### config.mk
export PLATFORM = sky130hd
export DESIGN_NAME = syn_fetch_queue_flat
export DESIGN_NICKNAME = d
export VERILOG_FILES = /design/src/rtl/syn_fetch_queue_if.sv /design/src/rtl/syn_fetch_queue.sv /design/src/flat_wrapper.sv
export SDC_FILE = /design/constraint.sdc
export NUM_CORES = 1
export LEC_CHECK = 0
export CORE_MARGIN = 1
export CORE_UTILIZATION = 37
export CTS_CLUSTER_SIZE = 16
export DETAILED_ROUTE_END_ITERATION = 10
export PLACE_DENSITY_LB_ADDON = 0.08
export REMOVE_ABC_BUFFERS = 1
export SYNTH_ARGS = -nofsm -noshare
export SYNTH_HDL_FRONTEND = slang
export SYNTH_SLANG_ARGS = --single-unit
### constraint.sdc
create_clock -name clk -period 2 [get_ports clk]
set_clock_uncertainty 0.05 [all_clocks]
set_input_delay 0.4 -clock clk [delete_from_list [all_inputs] [get_ports clk]]
set_output_delay 0.4 -clock clk [all_outputs]
set_load 0.01 [all_outputs]
### src/rtl/syn_fetch_queue_if.sv
// Fetch-queue output handshake bundle between the fetch queue and IF/ID.
//   out_valid : head entry valid        (master -> slave)
//   out_ready : IF/ID accepts the head  (slave  -> master)
//   out_pc_4  : head word address + 1   (master -> slave)
//   out_inst  : head instruction        (master -> slave)
interface syn_fetch_queue_if #(
  parameter int unsigned ADDR_BIT = 10
);
  logic                out_valid;
  logic                out_ready;
  logic [ADDR_BIT-1:0] out_pc_4;
  logic [31:0]         out_inst;

  modport master (output out_valid, output out_pc_4, output out_inst, input out_ready);
  modport slave  (input out_valid, input out_pc_4, input out_inst, output out_ready);
endinterface

### src/rtl/syn_fetch_queue.sv
// Instruction fetch queue upstream of IF/ID: owns the fetch PC, drives the
// instruction memory address and buffers {pc_4, inst} pairs in a FIFO.
// Optional macro FETCH_QUEUE_BYPASS_EN lets an empty queue forward im_inst
// straight to the outputs.
// Ports:
//   clk, rst_n        : clock, async active-low reset
//   en                : global enable (0 holds all state, ignores redirect)
//   redirect/_pc      : taken jump/branch flush and new fetch word address
//   halt              : stop fetching, queue still drains
//   im_addr / im_inst : combinational instruction memory port
//   q (master)        : out_valid/out_ready/out_pc_4/out_inst handshake
//   count             : occupied entries
//   pc_dbg            : fetch PC as a byte address
module syn_fetch_queue #(
  parameter int unsigned DEPTH    = 4,
  parameter int unsigned ADDR_BIT = 10
) (
  input  logic                         clk,
  input  logic                         rst_n,
  input  logic                         en,
  input  logic                         redirect,
  input  logic [ADDR_BIT-1:0]          redirect_pc,
  input  logic                         halt,
  output logic [ADDR_BIT-1:0]          im_addr,
  input  logic [31:0]                  im_inst,
  syn_fetch_queue_if.master            q,
  output logic [$clog2(DEPTH+1)-1:0]   count,
  output logic [31:0]                  pc_dbg
);

  localparam int unsigned PTR_W = $clog2(DEPTH);
  localparam int unsigned CNT_W = $clog2(DEPTH+1);

  typedef struct packed {
    logic [ADDR_BIT-1:0] pc_4;
    logic [31:0]         inst;
  } entry_t;

  logic [ADDR_BIT-1:0] fetch_pc;
  logic [PTR_W-1:0]    rd_ptr;
  logic [PTR_W-1:0]    wr_ptr;
  logic [CNT_W-1:0]    count_q;
  entry_t              mem [DEPTH];

  logic                empty;
  logic                full;
  logic                bypass;
  logic                pop;
  logic                push;
  logic                direct;
  logic                fifo_push;
  logic                fifo_pop;
  logic [ADDR_BIT-1:0] next_pc;
  entry_t              head;

  assign empty   = (count_q == '0);
  assign full    = (count_q == CNT_W'(DEPTH));
  assign next_pc = fetch_pc + ADDR_BIT'(1);
  assign head    = mem[rd_ptr];

`ifdef FETCH_QUEUE_BYPASS_EN
  // Empty queue forwards the memory word directly to IF/ID.
  assign bypass = empty & ~halt & ~redirect;
`else
  assign bypass = 1'b0;
`endif

  assign pop       = en & q.out_valid & q.out_ready & ~redirect;
  assign push      = en & ~halt & ~redirect & (~full | pop);
  // A bypassed word consumed this cycle never touches the FIFO.
  assign direct    = bypass & pop;
  assign fifo_push = push & ~direct;
  assign fifo_pop  = pop & ~direct;

  // Head selection: FIFO entry, bypassed memory word, or zeros.
  always_comb begin
    q.out_valid = 1'b0;
    q.out_pc_4  = '0;
    q.out_inst  = '0;
    if (!empty) begin
      q.out_valid = 1'b1;
      q.out_pc_4  = head.pc_4;
      q.out_inst  = head.inst;
    end else if (bypass) begin
      q.out_valid = 1'b1;
      q.out_pc_4  = next_pc;
      q.out_inst  = im_inst;
    end
  end

  assign im_addr = fetch_pc;
  assign count   = count_q;
  assign pc_dbg  = 32'({fetch_pc, 2'b00});

  // Fetch PC, pointers and occupancy; redirect has top priority.
  always_ff @(posedge clk or negedge rst_n) begin
    if (!rst_n) begin
      fetch_pc <= '0;
      rd_ptr   <= '0;
      wr_ptr   <= '0;
      count_q  <= '0;
    end else if (en) begin
      if (redirect) begin
        fetch_pc <= redirect_pc;
        rd_ptr   <= '0;
        wr_ptr   <= '0;
        count_q  <= '0;
      end else begin
        if (push)      fetch_pc <= next_pc;
        if (fifo_push) wr_ptr   <= wr_ptr + PTR_W'(1);
        if (fifo_pop)  rd_ptr   <= rd_ptr + PTR_W'(1);
        case ({fifo_push, fifo_pop})
          2'b10:   count_q <= count_q + CNT_W'(1);
          2'b01:   count_q <= count_q - CNT_W'(1);
          default: count_q <= count_q;
        endcase
      end
    end
  end

  // Entry storage; contents are masked by count so no reset is needed.
  always_ff @(posedge clk) begin
    if (fifo_push) mem[wr_ptr] <= '{pc_4: next_pc, inst: im_inst};
  end

endmodule

### src/flat_wrapper.sv
// flat-port wrapper written by rule: the top's interface ports become plain ports
module syn_fetch_queue_flat 
#(
  parameter int unsigned DEPTH    = 4,
  parameter int unsigned ADDR_BIT = 10
)
  (clk, rst_n, en, redirect, redirect_pc, halt, im_addr, im_inst, count, pc_dbg, q_out_valid, q_out_pc_4, q_out_inst, q_out_ready);
  syn_fetch_queue_if #(.ADDR_BIT(ADDR_BIT)) q_i ();
  input  logic clk;
  input  logic rst_n;
  input  logic en;
  input  logic redirect;
  input  logic [ADDR_BIT-1:0] redirect_pc;
  input  logic halt;
  output logic [ADDR_BIT-1:0] im_addr;
  input  logic [31:0] im_inst;
  output logic [$clog2(DEPTH+1)-1:0] count;
  output logic [31:0] pc_dbg;
  output wire logic [$bits(q_i.out_valid)-1:0] q_out_valid;
  output wire logic [$bits(q_i.out_pc_4)-1:0] q_out_pc_4;
  output wire logic [$bits(q_i.out_inst)-1:0] q_out_inst;
  input wire logic [$bits(q_i.out_ready)-1:0] q_out_ready;
  assign q_out_valid = q_i.out_valid;
  assign q_out_pc_4 = q_i.out_pc_4;
  assign q_out_inst = q_i.out_inst;
  assign q_i.out_ready = q_out_ready;
  syn_fetch_queue #(.DEPTH(DEPTH), .ADDR_BIT(ADDR_BIT)) u_core (.clk(clk), .rst_n(rst_n), .en(en), .redirect(redirect), .redirect_pc(redirect_pc), .halt(halt), .im_addr(im_addr), .im_inst(im_inst), .q(q_i), .count(count), .pc_dbg(pc_dbg));
endmodule
* Yosys cells after proc, flatten, opt, wreduce, memory -nomap -nowiden *
Memory sizes are Yosys's and may differ from the RTL's.
Index checks and enable logic that the tools add are counted.

storage, ports and cells
  input port bits = 48
  output and inout port bits = 88
  memory bits (writable) = 168
  memories = 1
  word-level logic and storage cells = 43
  flip-flop bits (word level) = 17

memories
  name        depth  width  read ports  clocked after memory_dff  wr ports  RTL line               text
  u_core.mem  4      42     1           0                         1         syn_fetch_queue.sv:43  entry_t mem [DEPTH];

cells by class
  add/subtract/negate cells = 5
  eq/ne operators = 3
  mux-type cells = 13
  reduce and logical (&&, ||, !) cells = 7
  bitwise gates (word level) = 10

operators with widths
  cell                                                                 number
  32-bit two-way mux                                                   1
  10-bit two-way mux                                                   3
  10-bit by 1-bit adder with 10-bit output (second input constant)     1
  2-bit two-way mux                                                    4
  1-bit AND                                                            6
  3-bit case mux with 2 select lines                                   1
  2-bit AND reduction                                                  3
  2-bit by 1-bit adder with 2-bit output (second input constant)       2
  2-bit nonzero test                                                   2
  3-bit by 1-bit adder with 3-bit output (second input constant)       1
  3-bit == test (second input constant)                                1
  3-bit zero test                                                      1
  1-bit two-way mux                                                    3
  3-bit two-way mux                                                    1
  1-bit NOT                                                            3
  3-bit nonzero test                                                   1
  3-bit by 1-bit subtractor with 3-bit output (second input constant)  1
  2-bit by 1-bit == test with 1-bit output (second input constant)     1
  2-bit == test (second input constant)                                1
  1-bit OR                                                             1

* Longest topological paths before layout *
  depth after elaboration = 10
  depth in mapped cells = 10
  mapped depth without buffers = 8

* Worst setup path before layout *
No wires, ideal clock.

  path kind = flip-flop to flip-flop
  start point = register u_core.count_q[1] (netlist: u_core.count[1])
  end point = register u_core.count_q[2] (netlist: u_core.count[2])
  arrival time = 2169 ps
  clock period less this slack = 2287 ps
  required time = 1881 ps
  setup time = 69 ps
  path slack = -287 ps
  stages on the path, launching flop included = 11
  path buffers = 2
  path through = dfrtp_1 buf_6 or3_1 buf_4 and4_4 xor2_1 ha_1 nor2_1 mux2i_1 or4_1 nand3_1

on the way
  longest elaborated chain between the ends = 10
  elaborated cells on any way between the ends = 17
  classes of those cells = add/sub (2); eq/ne (3); mux (3); bitwise (6); reduce/logical (3)

ends and longest elaborated chain
  item                                                                       RTL line                text
  from (decl)                                                                syn_fetch_queue.sv:42   logic [CNT_W-1:0] count_q;
  from (signal assigned)                                                     syn_fetch_queue.sv:113  2'b10: count_q <= count_q + CNT_W'(1);
  from (signal assigned)                                                     syn_fetch_queue.sv:114  2'b01: count_q <= count_q - CNT_W'(1);
  from (signal assigned)                                                     syn_fetch_queue.sv:115  default: count_q <= count_q;
  3-bit zero test                                                            syn_fetch_queue.sv:56   assign empty = (count_q == '0);
  1-bit two-way mux                                                          syn_fetch_queue.sv:80   if (!empty) begin
  1-bit AND (3 in series)                                                    syn_fetch_queue.sv:68   assign pop = en & q.out_valid & q.out_ready & ~redirect;
  1-bit OR                                                                   syn_fetch_queue.sv:69   assign push = en & ~halt & ~redirect & (~full | pop);
  1-bit AND                                                                  syn_fetch_queue.sv:69
  2-bit by 1-bit == test with 1-bit output or 2-bit == test (tied branches)  syn_fetch_queue.sv:112  case ({fifo_push, fifo_pop})
  3-bit case mux with 2 select lines or 3-bit nonzero test (tied branches)   n/a
  3-bit two-way mux or 2-bit AND reduction (tied branches)                   n/a

Parallel ways exist; a longest one is shown, timed or not.
A chain may end at the register's enable or synchronous reset.

* Worst setup path in the final report *
  start point = register u_core.rd_ptr[0]
  end point = output port q_out_pc_4[3]

on the way
  longest elaborated chain between the ends = 2

ends and longest elaborated chain
  item                    RTL line                text
  from (decl)             syn_fetch_queue.sv:40   logic [PTR_W-1:0] rd_ptr;
  from (signal assigned)  syn_fetch_queue.sv:111  if (fifo_pop) rd_ptr <= rd_ptr + PTR_W'(1);
  memory 4 x 42 bit       n/a
  10-bit two-way mux      syn_fetch_queue.sv:80
  to (decl)               flat_wrapper.sv:20      output wire logic [$bits(q_i.out_pc_4)-1:0] q_out_pc_4;

Every way passes these cells.

==> summary.md <==
| Metric | Value |
|---|---|
| Outcome | `complete, but fails checks` |
| Failing checks | `setup timing` |
| CP endpoint kind | `primary output` |
| H-tree levels | `4` |
| CP Class | `reg -> out` |
| Core Region | `0.02049 mm2` |
| # IOs | `136` |
| Final design area excluding fillers | `0.01062 mm2` |
| Synth unique cells | `44` |
| Min Clock Period, post-route | `2372 ps` |
| Post-Syn Area per Cell | `17.41 um2` |
| Row count | `52` |
| Area grow syn2layout | `35.91%` |
| FF+latch count, synth | `185` |
| Die Wd | `147.3 um` |
| Largest net degree at the start of global routing | `23` |
| Final hold vios | `0` |
| Final WL | `17,170 um` |
| Via count | `4,381` |
| Clock buffer depth | `2` |
| Placed cell area | `0.009528 mm2` |
| CP required | `1550 ps` |
| Util after Layout | `51.83%` |
| Antenna Cells | `0` |
| R2R Setup Slk | `-210 ps` |
| # setup viols final | `44` |
| RSZ-0062 raised after global routing | `yes` |
| Place WS | `-356.0 ps` |
| Initial antenna violation count | `0` |
| Via density | `4.906` |
| PD cells | `1227 mW/mm2` |
| Area share of the largest cell type after synthesis | `64.54%` |
| GPL Wtd Cong | `0.8093` |
| Pleak | `3.781 nW` |
| Hold Crit Class | `in -> async` |
| Async set-reset flop share out of synthesis | `9.189%` |
| Tot GR Track Use | `17.06%` |
| Global-route wire length before repair | `27,150 um` |
| Antenna Nets Post-Route | `0` |
| CP max FO | `7` |
| Overflow after GRT | `0` |
| Worst EP arrival | `1920 ps` |
| Fill count | `1,719` |
| Initial core utilization | `38.14%` |
| IO buf count | `113` |
| Fin worst setup slack | `-372.5 ps` |
| DIE AREA | `0.02171 mm2` |
| Layout cells sized above 1 | `38.84%` |
| CTS Buf Count | `17` |
| Wirelength per Cell | `19.23 um` |
| Clock-pin transition on the worst setup and hold timing paths | `70 ps` |
| Worst skew pair latency | `430 ps` |
| F_max | `421.5 MHz` |
| Count leader, synth | `edfxtp_1` |
| Number of max-cap violations | `0` |
| Root Driver | `clkbuf_16` |
| Post-DP HPWL | `10,510 um` |
| Drt drc | `0` |
| Vias in the first global route | `4,671` |
| EDFF count, synth | `168` |
| Peak VDD IR | `0.5794 mV` |
| Sink Count | `185` |
| Post-synth top cells | `edfxtp_1, and2_1, mux4_2, buf_4` |
| Cts hold-fix bufs | `0` |
| Tot Pwr | `0.01303 W` |
| Post-synthesis sequential area ratio | `69.99%` |
| Yosys Warn Count | `0` |
| TritonCTS clock tree | `built` |
| Top cells by area, synth | `edfxtp_1, mux4_2, dfrtp_1` |
| Period utilization | `118.6%` |
| Worst hold slack | `254.6 ps` |
| Synth area leader | `edfxtp_1` |
| Initial DRT Pass Iterations | `4` |
| Die height | `147.3 um` |
| # nets final | `664` |
| Number of DRC markers in iteration 0 | `212` |
| Top FF cell, synth | `edfxtp_1` |
| Syn Std Cell Area | `0.007816 mm2` |
| Worst setup SP type | `register` |
| Post-Syn Instances | `449` |
| Slew Limit Fails | `0` |
kinds of logic (layout without fill, tap and decap cells):
family / count (synthesis) / in the layout / share of synthesized area (%)
adders and majority gates: 6 / 6 / 0.9604
DFF: 185 / 185 / 69.99
other: 1 / 22 / 0.04798
and+or+nand+nor: 95 / 95 / 6.947
muxes: 44 / 44 / 12.36
xor gates and xnor gates: 10 / 10 / 1.120
buffers and inverters: 63 / 216 / 4.914
AOI/OAI and AO/OA: 45 / 45 / 3.666
cell usage in the layout (no fill, tap or decap), drive strengths merged, types with 2 or more instances in the layout:
cell type	Yosys	final
xnor2	4	4
o41ai	2	2
nor2	9	9
edfxtp	168	168
or3	2	2
clkinv	1	7
and2	43	43
bufinv	0	4
o22ai	13	13
inv	4	8
nand4	2	2
nor3	2	2
mux4	42	42
nand2b	2	2
and3	5	5
dfrtp	17	17
xor2	6	6
o21ai	7	7
o21a	2	2
a21oi	10	10
mux2i	2	2
nand3	6	6
conb	1	22
o22a	2	2
nand2	17	17
ha	6	6
clkbuf	13	18
a21o	3	3
a31oi	2	2
buf	45	109
clkdlybuf4s50	0	69
what timing repair did:
action | CTS | global route
buffers inserted | 23 | 0
gates resized for setup | 233 | 39
endpoints found under the setup margin | 57 | 229
cloned | 5 | 0
pin swaps | 39 | 7
power breakdown:
group | internal [W] | leakage, nW | switching [W]
Clock | 0.00210 | 0.307 | 0.00142
Sequential | 0.00448 | 1.72 | 0.000138
Combinational | 0.00290 | 1.76 | 0.00199
cell type report:
cell class / count / area [um2] / area share (%)
Tap cell: 270 / 337.8 / 3.180
Sequential cell: 185 / 5484 / 51.63
Clock inverter: 14 / 191.4 / 1.802
Inverter: 5 / 18.77 / 0.1767
Multi-Input combinational cell: 222 / 2157 / 20.31
Clock buffer: 18 / 429.2 / 4.040
Timing Repair Buffer: 179 / 2004 / 18.87
critical path, stage by stage, from the launching register on:
cell and delay [ps]:
dfrtp_4 460, buf_12 140, buf_12 140, mux4_2 500, and2_4 160, buf_6 110
path summary, 6_finish.rpt:
kind / start / end / cells after the start
max in group asynchronous: rst_n / u_core.rd_ptr[0]$_DFFE_PN0P_ / 2
min: rst_n / u_core.count[0]$_DFFE_PN0P_ / 2
min in group clk: redirect_pc[7] / u_core.im_addr[7]$_DFFE_PN0P_ / 3
max reg2reg: u_core.count[0]$_DFFE_PN0P_ / u_core.count[2]$_DFFE_PN0P_ / 9
min reg2reg: u_core.im_addr[0]$_DFFE_PN0P_ / u_core.im_addr[0]$_DFFE_PN0P_ / 2
max: u_core.rd_ptr[0]$_DFFE_PN0P_ / q_out_pc_4[3] / 5
per-layer routing:
layer,share of wire [%],GRT usage [%],wire length [um],vias to the layer above
li1,-,-,-,2008
met1,46,23.13,7873,2231
met2,48,27.03,8303,123
met3,4.3,3.727,736,19
met4,1.5,6.186,255,0
met5,0,0,0,-
per-stage QoR:
stage / instances / TNS [ps]
final: 893 / -14850
after CTS: 897 / -17900
after floorplan: 412 / -72480
after global placement: 838 / -46760
after global routing: 893 / -17600
after detailed placement: 838 / -53700
state kept, by name, indices dropped and copies added (netlist names):
name / count
u_core.mem: 168
u_core.im_addr: 10
u_core.rd_ptr: 2
u_core.count: 3
u_core.wr_ptr: 2
Note: power is estimated with default switching activity, not from simulation.
